--- src/rtl/prt_dprx_vid_pkg.sv ---
// Shared types and defaults for the DP RX video FIFO read-side control.
package prt_dprx_vid_pkg;

    typedef enum logic [1:0] {
        StIdle  = 2'd0,
        StClr   = 2'd1,
        StPrime = 2'd2,
        StRun   = 2'd3
    } rdctl_state_e;

    localparam int unsigned DefThres  = 8;
    localparam int unsigned DefClrCyc = 4;
    localparam int unsigned ClrCntW   = 4;

endpackage

--- src/rtl/prt_dprx_vid_fifo_rdctl.sv ---
// Video-clock read scheduler: clears, primes and streams the video FIFO array,
// recovering from underrun by re-clearing and re-priming.
module prt_dprx_vid_fifo_rdctl
    import prt_dprx_vid_pkg::*;
#(
    parameter int unsigned P_LANES    = 4,
    parameter int unsigned P_SEGMENTS = 4,
    parameter int unsigned P_STRIPES  = 4,
    parameter int unsigned P_CLR_CYC  = DefClrCyc
) (
    input  logic                 VID_CLK_IN,
    input  logic                 VID_RST_IN,
    input  logic                 CFG_EN_IN,
    input  logic [5:0]           CFG_THRES_IN,
    input  logic [5:0]           FIFO_LVL_IN,
    input  logic                 REQ_IN,
    input  logic                 STA_CLR_IN,
    output logic                 FIFO_CLR_OUT,
    output logic [P_STRIPES-1:0] FIFO_RD_OUT [P_LANES][P_SEGMENTS],
    output logic                 RDY_OUT,
    output logic                 STA_URUN_OUT,
    output logic [7:0]           STA_URUN_CNT_OUT,
    output logic [1:0]           STA_STATE_OUT
);

    localparam logic [ClrCntW-1:0] ClrLoad = ClrCntW'(P_CLR_CYC - 1);

    rdctl_state_e       r_state;
    rdctl_state_e       w_state_nxt;
    logic [ClrCntW-1:0] r_clr_cnt;
    logic [ClrCntW-1:0] w_clr_cnt_nxt;
    logic               r_urun;
    logic               w_urun_nxt;
    logic [7:0]         r_urun_cnt;
    logic [7:0]         w_urun_cnt_nxt;
    logic [5:0]         w_thres_eff;
    logic               w_underrun;
    logic               w_rd;

    always_comb begin
        w_thres_eff = (CFG_THRES_IN == 6'd0) ? 6'd1 : CFG_THRES_IN;
        w_underrun  = (r_state == StRun) && REQ_IN && (FIFO_LVL_IN == 6'd0);
        w_rd        = (r_state == StRun) && REQ_IN && (FIFO_LVL_IN != 6'd0);
    end

    always_comb begin
        w_state_nxt   = r_state;
        w_clr_cnt_nxt = r_clr_cnt;
        unique case (r_state)
            StIdle: begin
                if (CFG_EN_IN) begin
                    w_state_nxt   = StClr;
                    w_clr_cnt_nxt = ClrLoad;
                end
            end
            StClr: begin
                if (r_clr_cnt == '0) begin
                    w_state_nxt = StPrime;
                end else begin
                    w_clr_cnt_nxt = r_clr_cnt - 1'b1;
                end
            end
            StPrime: begin
                if (FIFO_LVL_IN >= w_thres_eff) begin
                    w_state_nxt = StRun;
                end
            end
            StRun: begin
                if (w_underrun) begin
                    w_state_nxt   = StClr;
                    w_clr_cnt_nxt = ClrLoad;
                end
            end
        endcase
        // Disable beats everything, including the underrun re-prime.
        if (!CFG_EN_IN) begin
            w_state_nxt = StIdle;
        end
    end

    always_comb begin
        w_urun_nxt     = r_urun;
        w_urun_cnt_nxt = r_urun_cnt;
        if (STA_CLR_IN) begin
            w_urun_nxt     = 1'b0;
            w_urun_cnt_nxt = 8'd0;
        end else if (w_underrun) begin
            w_urun_nxt = 1'b1;
            if (r_urun_cnt != 8'hFF) begin
                w_urun_cnt_nxt = r_urun_cnt + 8'd1;
            end
        end
    end

    always_ff @(posedge VID_CLK_IN or posedge VID_RST_IN) begin
        if (VID_RST_IN) begin
            r_state    <= StIdle;
            r_clr_cnt  <= '0;
            r_urun     <= 1'b0;
            r_urun_cnt <= 8'd0;
        end else begin
            r_state    <= w_state_nxt;
            r_clr_cnt  <= w_clr_cnt_nxt;
            r_urun     <= w_urun_nxt;
            r_urun_cnt <= w_urun_cnt_nxt;
        end
    end

    always_comb begin
        FIFO_CLR_OUT     = (r_state == StIdle) || (r_state == StClr);
        RDY_OUT          = (r_state == StRun);
        STA_URUN_OUT     = r_urun;
        STA_URUN_CNT_OUT = r_urun_cnt;
        STA_STATE_OUT    = r_state;
    end

    for (genvar l = 0; l < P_LANES; l++) begin : g_lane
        for (genvar s = 0; s < P_SEGMENTS; s++) begin : g_seg
            assign FIFO_RD_OUT[l][s] = {P_STRIPES{w_rd}};
        end
    end

endmodule

--- config.mk ---
export PLATFORM = sky130hd
export DESIGN_NAME = prt_dprx_vid_fifo_rdctl
export DESIGN_NICKNAME = d
export VERILOG_FILES = /design/src/rtl/prt_dprx_vid_pkg.sv /design/src/rtl/prt_dprx_vid_fifo_rdctl.sv
export SDC_FILE = /design/constraint.sdc
export NUM_CORES = 1
export LEC_CHECK = 0
export ABC_AREA = 1
export CAP_MARGIN = 40
export CORE_ASPECT_RATIO = 1.4
export CORE_MARGIN = 10
export CORE_UTILIZATION = 35
export CTS_CLUSTER_DIAMETER = 60
export DETAILED_ROUTE_END_ITERATION = 10
export PLACE_DENSITY_LB_ADDON = 0.05
export SKIP_LAST_GASP = 1
export SYNTH_ARGS = -nofsm -noshare
export SYNTH_HDL_FRONTEND = slang
export SYNTH_SLANG_ARGS = --single-unit
--- constraint.sdc ---
create_clock -name VID_CLK_IN -period 2.1 [get_ports VID_CLK_IN]
set_input_delay 0.21 -clock VID_CLK_IN [delete_from_list [all_inputs] [get_ports VID_CLK_IN]]
set_output_delay 0.21 -clock VID_CLK_IN [all_outputs]
set_load 0.02 [all_outputs]
Word level (Yosys, flattened, before mapping):

Cells that the tools add are included.

* flip-flop bits (word level): 15
* bits of input ports: 17

* add/sub/neg operators: 2
* $lt $le $gt $ge: 1
* equal/unequal tests: 10
* mux-type cells: 15
* reductions and logical operators: 15

Operators by type and width (number)
* 2-to-1 mux 8 bit: 3
* logical NOT 6 bit: 2
* 2-to-1 mux 4 bit: 3
* case mux 4 bit (3 select lines): 1
* adder 8 x 1 -> 8 bit, second input constant: 1
* 2-to-1 mux 2 bit: 4
* != test 8 bit, second input constant: 1
* case mux 2 bit (4 select lines): 1
* greater-or-equal comparator 6 bit: 1
* 2-to-1 mux 6 bit: 1
* != test 3 bit, second input constant: 2
* nonzero test 6 bit: 1
* equality test 2 bit, second input constant: 2
* logical NOT 4 bit: 1
* != test 2 bit, second input constant: 2
* AND reduction 4 bit: 1
* nonzero test 2 bit: 2
* subtractor 4 x 1 -> 4 bit, second input constant: 1
* logical AND 1 bit: 3
* != test 3 x 2 -> 1 bit, second input constant: 1
* AND reduction 3 bit: 1
* nonzero test 3 bit: 1
* equality test 2 x 1 -> 1 bit, second input constant: 1
* logical NOT 2 bit: 1
* 4 further kinds: 5

Depth between registers and ports, before layout:

Gate-level depths: netlist (run 1).

* word-level depth: 6
* mapped depth: 11
* depth with buffers taken out: 11

Worst setup path after synthesis (run 1):

Ideal clock, no wire load.

* path kind: flip-flop to output port
* from: reg r_state[1] (netlist: STA_STATE_OUT[1])
* to: out FIFO_RD_OUT[0] in the netlist's numbering
* arrival: 2354 ps
* required time: 1890 ps
* slack: -464 ps
* cell stages (with the launch flop): 7
* buffers on the path: 1
* cell sequence: dfrtp_1 -> ha_1 -> nand2_1 -> inv_1 -> nand2_1 -> inv_1 -> buf_4

* word-level cells in the longest chain between the ends: 3

Ends and longest elaborated chain
* start, declared: line prt_dprx_vid_fifo_rdctl.sv:28 `rdctl_state_e r_state;`
* start signal, assigned: line prt_dprx_vid_fifo_rdctl.sv:97 `r_state <= StIdle;`
* start signal, assigned: line prt_dprx_vid_fifo_rdctl.sv:102 `r_state <= w_state_nxt;`
* equality test 2 bit
* via RDY_OUT: line prt_dprx_vid_fifo_rdctl.sv:20 `output logic RDY_OUT,`
* logical AND 1 bit (2 in series): line prt_dprx_vid_fifo_rdctl.sv:43 `w_rd = (r_state == StRun) && REQ_IN && (FIFO_LVL_IN != 6'd0);`
* end, declared: line prt_dprx_vid_fifo_rdctl.sv:19 `output logic [P_STRIPES-1:0] FIFO_RD_OUT [P_LANES][P_SEGMENTS],`

The timed path passes the listed nets, and every way through them passes these cells.

==> summary by stage, run 1 <==
Drt
After detailed routing, the number of remaining DRC violations is 0. For this block, the routed nets add up to 4388 µm of wire. The routed via count divided by cell count is 4.202. The first detailed-routing pass took 4 iterations. The detail-routed net length per standard cell is 12.68 µm. Summing over every cut layer, the via total after detailed routing is 1454. After the first detailed-routing iteration, the DRC count stood at 85.

The count of nets left with antenna violations after detail routing is 0.

CTS
CTS built an H-tree with a depth of 1. For the worst-skew pair, the clock arrives at the later sink with an insertion delay of 0.25 ns. TritonCTS built the clock tree. The cts-stage hold buffer count is 0. Buffers added to address setup during post-CTS repair amount to 0. The clock drives 15 sinks. The clock edge transition at the registers on the reported setup and hold paths is 0.06 ns. The maximum buffer depth of the clock tree is 2.

The tree is rooted in a clkbuf_8. The number of clock buffers added by TritonCTS is 3.

Floorplanning
In this run the standard cell core region covers 4608 µm². The standard-cell row count is 29. The die is 78.82 µm wide. In this run the count of I/O pins placed on the die edge is 94. The floorplan die area is 8067 µm². The starting density of the core is 36.79%. The vertical die dimension is 102.4 µm.

STA
In this run the tightest slew margin relative to its limit is 62.06%. Between clock sinks in the finished design, the worst skew comes to 0.005141 ns. The slew at the pin closest to its max-slew limit is 0.5685 ns. Setup repair after global routing could not meet its margin everywhere. The post-route minimum period is 1.997 ns. The number of hold violations in the final report was 0. Summed over all failing endpoints, the final setup total negative slack is 0 ns. The number of setup violations in the final report is 0. After layout, the worst path uses 95.07% of the clock period. The final-report max-slew violation count came to 0. Derived from the worst setup path, the maximum achievable clock frequency is 500.9 MHz.

Synthesis
When the netlist entered floorplanning its net count stood at 269. Synthesis instantiated 23 different standard cells from the library. After synthesis the netlist holds a flip-flop and latch count of 15.

The synthesized netlist occupies a cell area of 1695 µm². Yosys printed 0 warnings. The count of mapped cells out of synthesis is 239. Summing the sequential cell areas from Yosys gives 22.14% of the chip area. The average instance in the mapped netlist occupies 7.094 µm².

GRT
The overflow left after global routing is 0. The number of antenna violations at the first check in global routing is 0. Global routing used 10.68% of the available tracks. The largest net degree at the start of global routing is 35.

The first global-routing pass estimated 7044 µm of wire. The via count of the first global-routing pass came to 1418.

Power
The cell leakage power is 1.423 nW. Across the VDD grid, the largest voltage drop is 0.8272 mV. The overall power consumption is 0.001606 W. Dividing total power by cell area gives a power density of 690.3 nW/µm².

Placed design
The wire-length estimate of the detail-placed layout is 3767 µm. The number of I/O port buffers is 93. The total placed cells including tap cells is 342. The final weighted congestion of routability-driven global placement is 0.7634.

Final layout
The number of inserted diodes is 0. The finished layout holds 346 standard cells, fillers aside. The growth of design area from synthesis to finish is 37.27%. The final net count is 315.

In the final layout, the share of cells above drive strength 1 is 10.92%.

Worst setup path
The arrival time of the worst setup path is 1.79 ns. The startpoint type of the worst setup path is a flip-flop. The highest net fanout along the worst path is 34. STA classifies the critical path endpoint as an output port.

The setup path with the least slack is of type reg2out. The worst endpoint required time is 1.89 ns.

Status
The run finished with clean final reports.

Min path
The path class of the tightest hold or removal check is in2async.

Flow run
The tool flagged a number of max-cap violations equal to 0.
-- through the flow --
step                      cell area (µm²)  hold WS [ns]  worst slack (ns)  util [%]
after floorplan                      1718        0.1113         -0.001002         -
after global placement               2354        0.4682          -0.04141     51.07
after detailed placement             2354        0.4871          -0.06211     51.07
after CTS                            2320        0.3373          0.007015     50.34
after global routing                 2327        0.3911         -0.007185     50.50
final                                2327        0.3170            0.1035     50.50
-- sequential cells by signal (all words and copies together), names as in the netlist --
| signal | count |
|---|---|
| r_clr_cnt | 4 |
| STA_STATE_OUT | 2 |
| STA_URUN_CNT_OUT | 8 |
| STA_URUN_OUT | 1 |
-- power by group --
part	total, W	switching, W	internal [W]
clock network	0.000234	0.0000998	0.000134
logic	0.000972	0.000575	0.000397
registers	0.000400	0.0000539	0.000346
-- cell usage in the layout, fill, tap and decap left out, types with 2 or more instances in the layout --
cell / count
dfrtp_2: 2
nor3_1: 3
o21ai_2: 2
buf_12: 2
dlymetal6s2s_1: 2
nor2_1: 20
clkdlybuf4s50_1: 28
dfrtp_1: 13
xor2_1: 3
o21ai_0: 6
nand3_1: 12
inv_1: 32
buf_4: 11
dlygate4sd2_1: 61
nand2_4: 2
clkdlybuf4s15_1: 2
nand2_1: 52
clkbuf_8: 3
nand4_1: 4
ha_1: 12
-- cell type report --
cell class / instances / area [µm²]
Multi-Input combinational cell: 126 / 716.9
Fill cell: 511 / 2281
Sequential cell: 15 / 377.9
Clock buffer: 4 / 45.04
Timing Repair Buffer: 106 / 982.2
Inverter: 33 / 127.6
Tap cell: 62 / 77.57
-- Yosys cell counts, drive strengths merged --
master / count / area, µm²
a21oi: 1 / 5.000
nor3: 3 / 15.01
nand4: 5 / 37.53
inv: 33 / 123.9
dfrtp: 15 / 375.4
o21ai: 8 / 47.55
ha: 13 / 162.7
xor2: 3 / 26.28
nor2: 22 / 92.59
nand2: 55 / 224.0
a31o: 1 / 8.760
xnor2: 1 / 8.760
nand3: 13 / 70.07
buf: 65 / 491.7
or2: 1 / 6.260
-- critical path, stage by stage (launching register included) --
cell and delay (ns):
dfrtp_2 0.45, ha_4 0.18, nand2_1 0.08, inv_1 0.06, nand2_1 0.10, clkinvlp_4 0.15, buf_12 0.18, dlygate4sd2_1 0.33
-- cells by family after synthesis --
family | after synthesis | share of synthesized area [%]
simple gates | 99 | 26.27
buf+inv | 98 | 36.31
flops | 15 | 22.14
fa+ha+maj | 13 | 9.594
compound gates | 10 | 3.616
xor+xnor | 4 | 2.067
-- worst paths after layout --
kind,to,startpoint,depth (start not counted),slack [ns]
min,r_clr_cnt[2]$_DFFE_PP0P_,VID_RST_IN,2,0.32
max in group asynchronous,STA_STATE_OUT[1]$_DFFE_PP0P_,VID_RST_IN,2,1.37
max reg2reg,STA_URUN_CNT_OUT[7]$_DFFE_PP0P_,STA_URUN_CNT_OUT[0]$_DFFE_PP0P_,8,0.64
min in group VID_CLK_IN,r_clr_cnt[1]$_DFFE_PP0P_,r_clr_cnt[1]$_DFFE_PP0P_,2,0.49
max,FIFO_RD_OUT[57],STA_STATE_OUT[0]$_DFFE_PP0P_,7,0.10
min reg2reg,r_clr_cnt[1]$_DFFE_PP0P_,r_clr_cnt[1]$_DFFE_PP0P_,2,0.49
-- per-layer routing --
layer | share of wire (%) | wire [µm] | up-vias | GRT usage, %
li1 | - | - | 758 | -
met1 | 38 | 1683 | 652 | 10.32
met2 | 55 | 2404 | 42 | 21.38
met3 | 6.6 | 290 | 2 | 4.218
met4 | 0.23 | 10 | 0 | 0.8299
met5 | 0 | 0 | - | 0
-- repair_timing --
item / CTS / global route
endpoints found under the setup margin: 63 / 36
resized for setup: 63 / 4
pin swaps: 0 / 0
cloned: 0 / 0
No activity file was read; power rests on OpenSTA's default activity.
==> run 2: changes to the inputs <==
--- a/config.mk
+++ b/config.mk
@@ -10,10 +10,10 @@
 export CORE_ASPECT_RATIO = 1.4
 export CORE_MARGIN = 10
 export CORE_UTILIZATION = 35
-export CTS_CLUSTER_DIAMETER = 60
 export DETAILED_ROUTE_END_ITERATION = 10
 export PLACE_DENSITY_LB_ADDON = 0.05
 export SKIP_LAST_GASP = 1
+export SLEW_MARGIN = 20
 export SYNTH_ARGS = -nofsm -noshare
 export SYNTH_HDL_FRONTEND = slang
 export SYNTH_SLANG_ARGS = --single-unit
==> results of run 2 <==
Final layout, timing and power as in run 1 (identical DEF).
